[config.mk]
export PLATFORM = sky130hd
export DESIGN_NAME = grid_stream_reader_flat
export DESIGN_NICKNAME = d
export VERILOG_FILES = /design/src/rtl/grid_pkg.sv /design/src/rtl/grid_stream_reader_if.sv /design/src/rtl/grid_skid_fifo.sv /design/src/rtl/grid_stream_reader.sv /design/src/flat_wrapper.sv
export SDC_FILE = /design/constraint.sdc
export NUM_CORES = 1
export LEC_CHECK = 0
export CORE_UTILIZATION = 30
export DETAILED_ROUTE_END_ITERATION = 7
export GPL_TIMING_DRIVEN = 0
export MAX_ROUTING_LAYER = met4
export PLACE_DENSITY = 0.59
export SETUP_SLACK_MARGIN = 0.05
export SYNTH_ARGS = -nofsm -noshare
export SYNTH_HDL_FRONTEND = slang
export SYNTH_SLANG_ARGS = --single-unit
export TNS_END_PERCENT = 20
[constraint.sdc]
create_clock -name clock -period 2.3 [get_ports clock]
set_input_delay 0.345 -clock clock [delete_from_list [all_inputs] [get_ports clock]]
set_output_delay 0.345 -clock clock [all_outputs]
set_load 0.01 [all_outputs]
[src/rtl/grid_pkg.sv]
// rtl/grid_pkg.sv - shared grid geometry, reader state enum and FIFO entry type
package grid_pkg;

  localparam int GRID_SIZE  = 28;
  localparam int GRID_CELLS = GRID_SIZE * GRID_SIZE;
  localparam int ADDR_W     = 10;
  localparam int COORD_W    = 5;
  localparam int PIXEL_W    = 8;
  localparam logic [PIXEL_W-1:0] PIXEL_ON = 8'd255;

  typedef enum logic [1:0] {
    ST_IDLE,
    ST_FETCH,
    ST_DRAIN,
    ST_DONE
  } state_e;

  typedef struct packed {
    logic [PIXEL_W-1:0] pixel;
    logic [COORD_W-1:0] row;
    logic [COORD_W-1:0] col;
    logic               last;
  } fifo_entry_t;

endpackage

[src/rtl/grid_stream_reader_if.sv]
// rtl/grid_stream_reader_if.sv - grid memory read port plus pixel stream bundle
interface grid_stream_reader_if;
  import grid_pkg::*;

  logic               rd_en;
  logic [ADDR_W-1:0]  rd_addr;
  logic               rd_data;
  logic               out_valid;
  logic               out_ready;
  logic [PIXEL_W-1:0] out_pixel;
  logic [COORD_W-1:0] out_row;
  logic [COORD_W-1:0] out_col;
  logic               out_last;

  modport master (
    output rd_en, rd_addr, out_valid, out_pixel, out_row, out_col, out_last,
    input  rd_data, out_ready
  );

  modport slave (
    input  rd_en, rd_addr, out_valid, out_pixel, out_row, out_col, out_last,
    output rd_data, out_ready
  );

endinterface

[src/rtl/grid_skid_fifo.sv]
// rtl/grid_skid_fifo.sv - two-entry FIFO with a registered head entry
module grid_skid_fifo
  import grid_pkg::*;
(
  input  logic        clock,
  input  logic        resetn,
  input  logic        clear,
  input  logic        push,
  input  fifo_entry_t push_data,
  input  logic        pop,
  output fifo_entry_t head,
  output logic [1:0]  count,
  output logic        not_empty
);

  fifo_entry_t head_q, head_d;
  fifo_entry_t tail_q, tail_d;
  logic [1:0]  count_q, count_d;

  // Next head/tail/count; the head always holds the oldest entry so the output never goes through a read mux.
  always_comb begin
    head_d  = head_q;
    tail_d  = tail_q;
    count_d = count_q;
    if (clear) begin
      head_d  = '0;
      count_d = 2'd0;
    end else begin
      case ({push, pop})
        2'b10: begin
          if (count_q == 2'd0) begin
            head_d  = push_data;
            count_d = 2'd1;
          end else if (count_q == 2'd1) begin
            tail_d  = push_data;
            count_d = 2'd2;
          end
        end
        2'b01: begin
          if (count_q == 2'd2) begin
            head_d  = tail_q;
            count_d = 2'd1;
          end else if (count_q == 2'd1) begin
            count_d = 2'd0;
          end
        end
        2'b11: begin
          if (count_q == 2'd2) begin
            head_d = tail_q;
            tail_d = push_data;
          end else begin
            head_d  = push_data;
            count_d = 2'd1;
          end
        end
        default: ;
      endcase
    end
  end

  // Storage registers, cleared asynchronously so the stream fields read zero out of reset.
  always_ff @(posedge clock or negedge resetn) begin
    if (!resetn) begin
      head_q  <= '0;
      tail_q  <= '0;
      count_q <= 2'd0;
    end else begin
      head_q  <= head_d;
      tail_q  <= tail_d;
      count_q <= count_d;
    end
  end

  assign head      = head_q;
  assign count     = count_q;
  assign not_empty = (count_q != 2'd0);

endmodule

[src/rtl/grid_stream_reader.sv]
// rtl/grid_stream_reader.sv - streams the frozen 28x28 grid as tagged 8-bit pixels
module grid_stream_reader #(
  parameter int                    GRID_SIZE = grid_pkg::GRID_SIZE,
  parameter int                    PIXEL_W   = grid_pkg::PIXEL_W,
  parameter logic [PIXEL_W-1:0]    PIXEL_ON  = grid_pkg::PIXEL_ON,
  parameter int                    ADDR_W    = grid_pkg::ADDR_W
) (
  input  logic                        clock,
  input  logic                        resetn,
  input  logic                        start,
  input  logic                        abort,
  output logic                        busy,
  output logic                        done,
  grid_stream_reader_if.master        bus
);
  import grid_pkg::*;

  localparam logic [COORD_W-1:0] LAST_IDX  = COORD_W'(GRID_SIZE - 1);
  localparam logic [ADDR_W-1:0]  LAST_ADDR = ADDR_W'(GRID_CELLS - 1);

  state_e             state_q, state_d;
  logic [ADDR_W-1:0]  rd_addr_q, rd_addr_d;
  logic [COORD_W-1:0] rd_row_q, rd_row_d, rd_col_q, rd_col_d;
  logic [COORD_W-1:0] wr_row_q, wr_row_d, wr_col_q, wr_col_d;
  logic               inflight_q, inflight_d;
  logic               rd_en, push, pop, credit_ok, frame_go;
  logic [1:0]         fifo_count;
  logic               fifo_valid;
  logic [PIXEL_W-1:0] pixel_val;
  fifo_entry_t        push_entry, head;

  assign pop       = fifo_valid && bus.out_ready;
  assign push      = inflight_q && !abort;
  assign frame_go  = (state_q == ST_IDLE) && start && !abort;
  // A new read is allowed only if it still fits after everything already owed to the FIFO lands.
  assign credit_ok = ({1'b0, fifo_count} + {2'b00, inflight_q}) < (3'd2 + {2'b00, pop});

  // FSM next state, read strobe and read-side counters; abort overrides everything.
  always_comb begin
    state_d   = state_q;
    rd_en     = 1'b0;
    rd_addr_d = rd_addr_q;
    rd_row_d  = rd_row_q;
    rd_col_d  = rd_col_q;
    case (state_q)
      ST_IDLE:  if (start) state_d = ST_FETCH;
      ST_FETCH: begin
        rd_en = credit_ok;
        if (rd_en && (rd_addr_q == LAST_ADDR)) state_d = ST_DRAIN;
      end
      ST_DRAIN: ;
      ST_DONE:  state_d = ST_IDLE;
      default:  state_d = ST_IDLE;
    endcase
    if (pop && head.last && (state_q == ST_FETCH || state_q == ST_DRAIN)) state_d = ST_DONE;
    if (rd_en) begin
      rd_addr_d = rd_addr_q + ADDR_W'(1);
      if (rd_col_q == LAST_IDX) begin
        rd_col_d = '0;
        rd_row_d = rd_row_q + COORD_W'(1);
      end else begin
        rd_col_d = rd_col_q + COORD_W'(1);
      end
    end
    if (frame_go) begin
      rd_addr_d = '0;
      rd_row_d  = '0;
      rd_col_d  = '0;
    end
    if (abort) begin
      state_d   = ST_IDLE;
      rd_en     = 1'b0;
      rd_addr_d = '0;
      rd_row_d  = '0;
      rd_col_d  = '0;
    end
  end

  assign inflight_d = rd_en;

  // Write-side coordinate tags advance with each returning cell, independent of the read counters.
  always_comb begin
    wr_row_d = wr_row_q;
    wr_col_d = wr_col_q;
    if (push) begin
      if (wr_col_q == LAST_IDX) begin
        wr_col_d = '0;
        wr_row_d = wr_row_q + COORD_W'(1);
      end else begin
        wr_col_d = wr_col_q + COORD_W'(1);
      end
    end
    if (frame_go || abort) begin
      wr_row_d = '0;
      wr_col_d = '0;
    end
  end

  assign pixel_val        = bus.rd_data ? PIXEL_ON : '0;
  assign push_entry.pixel = pixel_val;
  assign push_entry.row   = wr_row_q;
  assign push_entry.col   = wr_col_q;
  assign push_entry.last  = (wr_row_q == LAST_IDX) && (wr_col_q == LAST_IDX);

  // State, counters and the in-flight flag; reset behaves like an asynchronous abort.
  always_ff @(posedge clock or negedge resetn) begin
    if (!resetn) begin
      state_q    <= ST_IDLE;
      rd_addr_q  <= '0;
      rd_row_q   <= '0;
      rd_col_q   <= '0;
      wr_row_q   <= '0;
      wr_col_q   <= '0;
      inflight_q <= 1'b0;
    end else begin
      state_q    <= state_d;
      rd_addr_q  <= rd_addr_d;
      rd_row_q   <= rd_row_d;
      rd_col_q   <= rd_col_d;
      wr_row_q   <= wr_row_d;
      wr_col_q   <= wr_col_d;
      inflight_q <= inflight_d;
    end
  end

  grid_skid_fifo u_fifo (
    .clock     (clock),
    .resetn    (resetn),
    .clear     (abort),
    .push      (push),
    .push_data (push_entry),
    .pop       (pop),
    .head      (head),
    .count     (fifo_count),
    .not_empty (fifo_valid)
  );

  assign bus.rd_en     = rd_en;
  assign bus.rd_addr   = rd_addr_q;
  assign bus.out_valid = fifo_valid;
  assign bus.out_pixel = head.pixel;
  assign bus.out_row   = head.row;
  assign bus.out_col   = head.col;
  assign bus.out_last  = head.last;
  assign busy          = (state_q == ST_FETCH) || (state_q == ST_DRAIN);
  assign done          = (state_q == ST_DONE);

endmodule

[src/flat_wrapper.sv]
// flat-port wrapper written by rule: the top's interface ports become plain ports
module grid_stream_reader_flat import grid_pkg::*;
#(
  parameter int                    GRID_SIZE = grid_pkg::GRID_SIZE,
  parameter int                    PIXEL_W   = grid_pkg::PIXEL_W,
  parameter logic [PIXEL_W-1:0]    PIXEL_ON  = grid_pkg::PIXEL_ON,
  parameter int                    ADDR_W    = grid_pkg::ADDR_W
)
  (clock, resetn, start, abort, busy, done, bus_rd_en, bus_rd_addr, bus_out_valid, bus_out_pixel, bus_out_row, bus_out_col, bus_out_last, bus_rd_data, bus_out_ready);
  grid_stream_reader_if bus_i ();
  input  logic clock;
  input  logic resetn;
  input  logic start;
  input  logic abort;
  output logic busy;
  output logic done;
  output wire logic [$bits(bus_i.rd_en)-1:0] bus_rd_en;
  output wire logic [$bits(bus_i.rd_addr)-1:0] bus_rd_addr;
  output wire logic [$bits(bus_i.out_valid)-1:0] bus_out_valid;
  output wire logic [$bits(bus_i.out_pixel)-1:0] bus_out_pixel;
  output wire logic [$bits(bus_i.out_row)-1:0] bus_out_row;
  output wire logic [$bits(bus_i.out_col)-1:0] bus_out_col;
  output wire logic [$bits(bus_i.out_last)-1:0] bus_out_last;
  input wire logic [$bits(bus_i.rd_data)-1:0] bus_rd_data;
  input wire logic [$bits(bus_i.out_ready)-1:0] bus_out_ready;
  assign bus_rd_en = bus_i.rd_en;
  assign bus_rd_addr = bus_i.rd_addr;
  assign bus_out_valid = bus_i.out_valid;
  assign bus_out_pixel = bus_i.out_pixel;
  assign bus_out_row = bus_i.out_row;
  assign bus_out_col = bus_i.out_col;
  assign bus_out_last = bus_i.out_last;
  assign bus_i.rd_data = bus_rd_data;
  assign bus_i.out_ready = bus_out_ready;
  grid_stream_reader #(.GRID_SIZE(GRID_SIZE), .PIXEL_W(PIXEL_W), .PIXEL_ON(PIXEL_ON), .ADDR_W(ADDR_W)) u_core (.clock(clock), .resetn(resetn), .start(start), .abort(abort), .busy(busy), .done(done), .bus(bus_i));
endmodule
# Word-level counts from Yosys, hierarchy flattened
# Cells that the tools add are included.
totals:
  ff_bits: 63
  output_inout_bits: 33
  word_cells: 100
  input_bits: 6
op_classes:
  bitwise_logic: 1
  addsub: 5
  magnitude_cmp: 1
  reduce_logical: 25
  eq_ne: 21
  mux: 33
op_table:
  columns: ["cell", "n"]
  rows:
  - ["$mux W19", 7]
  - ["$pmux W19 S3", 1]
  - ["$pmux W19 S2", 1]
  - ["$mux W10", 3]
  - ["$mux W5", 6]
  - ["$mux W2", 10]
  - ["$ne A4 B4 Y1 const B", 3]
  - ["$pmux W2 S3", 2]
  - ["$add A10 B1 Y10 const B", 1]
  - ["$add A5 B1 Y5 const B", 2]
  - ["$eq A10 B10 Y1 const B", 1]
  - ["$eq A2 B2 Y1 const B", 5]
  - ["$eq A5 B5 Y1 const B", 2]
  - ["$ne A3 B3 Y1 const B", 3]
  - ["$logic_and A1 B1 Y1", 8]
  - ["$mux W8", 1]
  - ["$reduce_bool A2 Y1", 4]
  - ["$eq A2 B1 Y1 const B", 3]
  - ["$ne A2 B2 Y1 const B", 3]
  - ["$reduce_and A3 Y1", 2]
  - ["$reduce_and A5 Y1", 1]
  - ["$reduce_bool A5 Y1", 1]
  - ["$logic_not A2 Y1", 2]
  - ["$ne A4 B3 Y1 const B", 1]
  - ["11 further kinds", 13]

# Longest topological paths before layout
depth:
  word_depth: 9
  depth_mapped: 8
  mapped_depth_nobuf: 7

# Cells and area by module
# From an unflattened synthesis, not the netlist that was laid out.
hier_totals:
  cells_unflattened: 259
  area_unflattened_um2: 3154.3
modules_own_cells:
  columns: ["mod", "seq_area_each_um2", "cells_per_inst", "area_each_um2", "n_inst"]
  rows:
  - ["grid_skid_fifo", 1001.0, 125, 1826.8, 1]
  - ["grid_stream_reader", 575.6, 134, 1327.5, 1]

# Least setup slack after synthesis
# No wires, ideal clock.
synth_path:
  path_kind: "flip-flop to output port"
  start: "reg u_core.inflight_q"
  end: "out bus_rd_en"
  setup_slack_ns: 0.386
  arrival_time_ns: 1.569
  t_required_ns: 1.955
  path_buffers: 1
  stages_incl_launch_ff: 8
  cell_sequence: "dfrtp_1 ha_1 ha_1 nor2_1 a21o_1 buf_4 nand2_1 nor2_1"
synth_between:
  elab_chain_len: 4
synth_rtl:
  columns: ["element", "line", "text"]
  rows:
  - ["from (decl)", "grid_stream_reader.sv:25", "logic inflight_q, inflight_d;"]
  - ["from (signal assigned)", "grid_stream_reader.sv:122", "inflight_q <= inflight_d;"]
  - ["$add A2 B1 Y3", "grid_stream_reader.sv:36", "assign credit_ok = ({1'b0, fifo_count} + {2'b00, inflight_q}) < (3'd2 + {2'b00, pop});"]
  - ["$lt A3 B3 Y1", "grid_stream_reader.sv:36", null]
  - ["$mux W1", "grid_stream_reader.sv:45", "case (state_q)"]
  - ["$mux W1", "grid_stream_reader.sv:70", "if (abort) begin"]
  - ["to (decl)", "flat_wrapper.sv:17", "output wire logic [$bits(bus_i.rd_en)-1:0] bus_rd_en;"]
# Every way passes these cells.

# Worst setup path in the final report
layout_path:
  start: "in bus_out_ready"
  end: "out bus_rd_en"
layout_between:
  elab_chain_len: 5
layout_rtl:
  columns: ["element", "line", "text"]
  rows:
  - ["from (decl)", "flat_wrapper.sv:25", "input wire logic [$bits(bus_i.out_ready)-1:0] bus_out_ready;"]
  - ["$logic_and A1 B1 Y1", "grid_stream_reader.sv:32", "assign pop = fifo_valid && bus.out_ready;"]
  - ["$add A2 B1 Y3", "grid_stream_reader.sv:36", null]
  - ["$lt A3 B3 Y1", "grid_stream_reader.sv:36", null]
  - ["$mux W1", "grid_stream_reader.sv:45", null]
  - ["$mux W1", "grid_stream_reader.sv:70", null]
# Every way passes these cells.

==> results.txt <==
The Yosys step of the flow raised 0 warnings. At the end of routability-driven placement, the weighted congestion stood at 0.8520. The max-cap check violation count was 0; the number of antenna-violating nets in the routed design was 0. The tools report the row count as 33.

The first global-routing pass estimated 9.080 mm of wire. In this run, placement finished with an instance count of 400. On the final layout, the worst hold slack is 0.4581 ns. The nature of the critical path startpoint is an input pin. The count of pins on the block boundary was 39; the post-route core utilization was 0.3985. Setup violations remaining at the end of the flow were counted as 0. Port buffering added 38 buffers.

The number of clock buffers added by TritonCTS is 5. The routed wire length per instance is 13.09 um, and the number of DRC markers in iteration 0 is 72. After technology mapping, the gate count stands at 256. The die is 95.23 um tall. The class of the tightest hold or removal check was in2async. The flow ran to the end, and the final reports show no timing, DRC or antenna violations. Following the worst setup path forward leads to its endpoint at bus_rd_en. The number of diodes is 0, and the clock input transition at the sequential cells of the worst setup and hold paths is 0.09 ns.

The mapped netlist covers 0.002608 mm^2. The worst setup path is captured at a primary output. Derived from the worst setup path, the maximum achievable clock frequency is 461.8 MHz. The via count of the first global-routing pass is 1860, and the final worst clock skew is 0.01153 ns. The capture point of the worst reg-to-reg path was u_core.bus.rd_addr[6]. The master cell of the clock root buffer is sky130_fd_sc_hd__clkbuf_8. The leftover overflow at the end of global routing is 0. For the headroom to the max-slew limit, the log shows 0.7187. The depth of the most critical reg-to-reg path works out to 9. The source of the worst register-to-register timing path was u_core.u_fifo.count[0]. The average instance area after synthesis was 10.19 um^2; the initial core utilization was 0.3142. The total global-route track usage was 0.1309.

At the worst endpoint, the arrival time is 1.82 ns. The number of hold-slack violations in the final timing report came out at 0. For the pin with the worst max-slew slack, the measured transition is 0.4219 ns. After detailed routing, the met2 layer carries 2.300 mm of wire. For the static leakage, the log shows 1.482 nW. The register bit total from synthesis came out at 49.

The shortest clock period the worst path allows after layout is 2.165 ns. TritonCTS built the clock tree. In the final routing, the length of wire on met1 measures 2.888 mm.

Setup slack on the worst reg-to-reg path comes out at 0.53 ns. Setup repair after global routing left no endpoint under its margin. The run gives 321 as the final net count. The fraction of registers with async set or reset after synthesis is 1.000. The share of the clock period used by the worst path after layout was 0.9415. The run gives 49 as the number of sinks driven by the clock tree. For this block, the via count after detailed routing is 1949. The region available for standard cell placement spans 0.008299 mm^2. For this run, design rule violations remaining after detail routing come to 0. The worst setup path is of the in2out kind.

Die extent in x: 95.23 um. Compared with the post-synthesis result, the final layout area differs by 26.82%. For the pin count of the biggest net entering global routing, the log shows 40. The critical path starts at bus_out_ready.

At the worst endpoint, the required time is 1.96 ns. Predominant post-synthesis flop cell: sky130_fd_sc_hd__dfrtp_1. Counting every net in the synthesized netlist gives 270.

VDD sags by at most 276.4 uV. The filler cell count came out at 800. For the worst-skew pair, the clock arrives at the later sink with an insertion delay of 0.30 ns. The detailed router used layers up to and including met4.

The overall power consumption was 1.973 mW. The longest clock path from root to sink contains 2 buffers. Power spread over the standard cell area amounts to 596.6 mW/mm^2. Summed over all nets, wire length on met3 after detailed routing comes to 186 um. The share of final-layout standard cells stronger than drive strength 1 was 0.1883; the total negative setup slack was 0 ns.

The number of slew-limit violations in the final report was 0. The H-tree generated during clock tree synthesis spans 2 levels. The largest fanout of any net on the critical path is 7. After the flow finishes, the layout carries non-filler instances totaling 413. The sequential-to-total area share from yosys stat came out at 0.4702. For the number of optimization iterations in the first detailed-route pass, the log shows 4. Counting flops with a built-in enable in the synthesized netlist gives 0.

For the overall die area, the log shows 0.009069 mm^2. The count of distinct cell types in the synthesized netlist came out at 44. In the routed layout, each cell is associated on average with a via count of 4.719. The logs give 0 for the number of antenna violations at the first check in global routing and 3.810 mm for the placed wire-length estimate after detailed placement. The run gives 5.408 mm as the final routed wirelength across all metal layers.
## cell usage in the layout (no fill, tap or decap), types with 3 or more instances in the layout
cell,n
sky130_fd_sc_hd__a21o_1,3
sky130_fd_sc_hd__a21oi_1,7
sky130_fd_sc_hd__a22o_1,12
sky130_fd_sc_hd__and3_1,4
sky130_fd_sc_hd__buf_2,9
sky130_fd_sc_hd__buf_4,11
sky130_fd_sc_hd__buf_6,3
sky130_fd_sc_hd__clkbuf_1,4
sky130_fd_sc_hd__clkbuf_8,5
sky130_fd_sc_hd__clkdlybuf4s50_1,36
sky130_fd_sc_hd__dfrtp_1,48
sky130_fd_sc_hd__ha_1,8
sky130_fd_sc_hd__inv_1,5
sky130_fd_sc_hd__mux2_2,4
sky130_fd_sc_hd__mux2_4,10
sky130_fd_sc_hd__nand2_1,30
sky130_fd_sc_hd__nand2b_1,3
sky130_fd_sc_hd__nand3_1,8
sky130_fd_sc_hd__nand4_1,8
sky130_fd_sc_hd__nor2_1,22
sky130_fd_sc_hd__nor2_2,3
sky130_fd_sc_hd__o21a_1,4
sky130_fd_sc_hd__o21ai_0,12
sky130_fd_sc_hd__xor2_1,13
## synth_stat cells (all sizes together) (2+ instances only)
cell type	instances	area share
a21o	3	0.0086
a21oi	8	0.017
a22o	12	0.040
a311oi	2	0.0067
and2	2	0.0048
and3	4	0.0096
and4	2	0.0067
buf	17	0.043
clkbuf	4	0.0062
dfrtp	49	0.47
ha	8	0.038
inv	5	0.0072
mux2	14	0.075
nand2	31	0.045
nand2b	3	0.0072
nand3	8	0.015
nand4	8	0.019
nand4b	2	0.0067
nor2	26	0.038
nor3	2	0.0038
nor4	2	0.0048
o21a	5	0.015
o21ai	14	0.028
or2	2	0.0048
xor2	13	0.044
## where the power goes
group / internal [mW] / switching [mW] / total (mW)
Clock: 0.327 / 0.294 / 0.621
Combinational: 0.205 / 0.234 / 0.439
Sequential: 0.886 / 0.0267 / 0.913
## cell type report
| class | count | area, um^2 | area share |
|---|---|---|---|
| multi-input cells | 181 | 1250 | 0.3780 |
| flip-flops and latches | 49 | 1227 | 0.3712 |
| repair buffers | 44 | 436.7 | 0.1320 |
| plain buffers | 21 | 131.4 | 0.03973 |
| well taps | 105 | 131.4 | 0.03973 |
| clock buffers | 6 | 72.57 | 0.02194 |
| clock inverters | 2 | 38.79 | 0.01173 |
| inverters | 5 | 18.77 | 0.005675 |
## per-stage QoR
stage                     setup WS [ns]  area (um^2)
after floorplan                  0.3861         2608
after global placement          -0.6362         3119
after detailed placement        -0.4135         3134
after CTS                       0.09832         3293
after global routing            0.06002         3307
final                            0.1346         3307
## layer usage
| layer | vias up | global-route usage |
|---|---|---|
| met1 | 912 | 0.1849 |
| li1 | 995 | - |
| met2 | 37 | 0.1940 |
| met3 | 5 | 0.02472 |
| met5 | - | - |
| met4 | 0 | 0.02904 |
## cells by family after synthesis
logic type	synth area share
adder cells (fa/ha/maj)	0.03839
XOR/XNOR	0.04367
AO/OA/AOI/OAI	0.1348
buffers and inverters	0.05614
flip-flops	0.4703
multiplexers	0.07869
AND/OR/NAND/NOR	0.1780
## sequential cells by signal, indices dropped and copies added, names as in the netlist
signal and cells:
u_core.bus.rd_addr 10, u_core.inflight_q 1, u_core.state_q 2, u_core.u_fifo.count 2, u_core.u_fifo.head 12, u_core.u_fifo.tail_q 12, u_core.wr_col_q 5, u_core.wr_row_q 5
## repair_timing
item	in CTS	in global routing
setup buffers	4	0
hold buffers	1	0
gates resized for setup	9	3
endpoints found under the setup margin	1	1
hold endpoints to repair	10	0
pin swaps	1	1
## worst min path at each step
stage,start,end,slack (ns)
floorplan,resetn,u_core.bus.rd_addr[0],0.05
global placement,u_core.u_fifo.tail_q[17],u_core.u_fifo.tail_q[17],0.49
detailed placement,resetn,u_core.bus.rd_addr[6],0.24
CTS,resetn,u_core.bus.rd_addr[1],0.45
global route,resetn,u_core.bus.rd_addr[7],0.47
finish,resetn,u_core.bus.rd_addr[1],0.46
## critical path, stage by stage
cell and delay [ns]:
sky130_fd_sc_hd__clkdlybuf4s50_1 0.61, sky130_fd_sc_hd__o21a_2 0.28, sky130_fd_sc_hd__a21o_1 0.15, sky130_fd_sc_hd__buf_6 0.10, sky130_fd_sc_hd__nand2_2 0.09, sky130_fd_sc_hd__nor2_4 0.14
sky130_fd_sc_hd__buf_6 0.11
No activity file was read; power rests on OpenSTA's default activity.
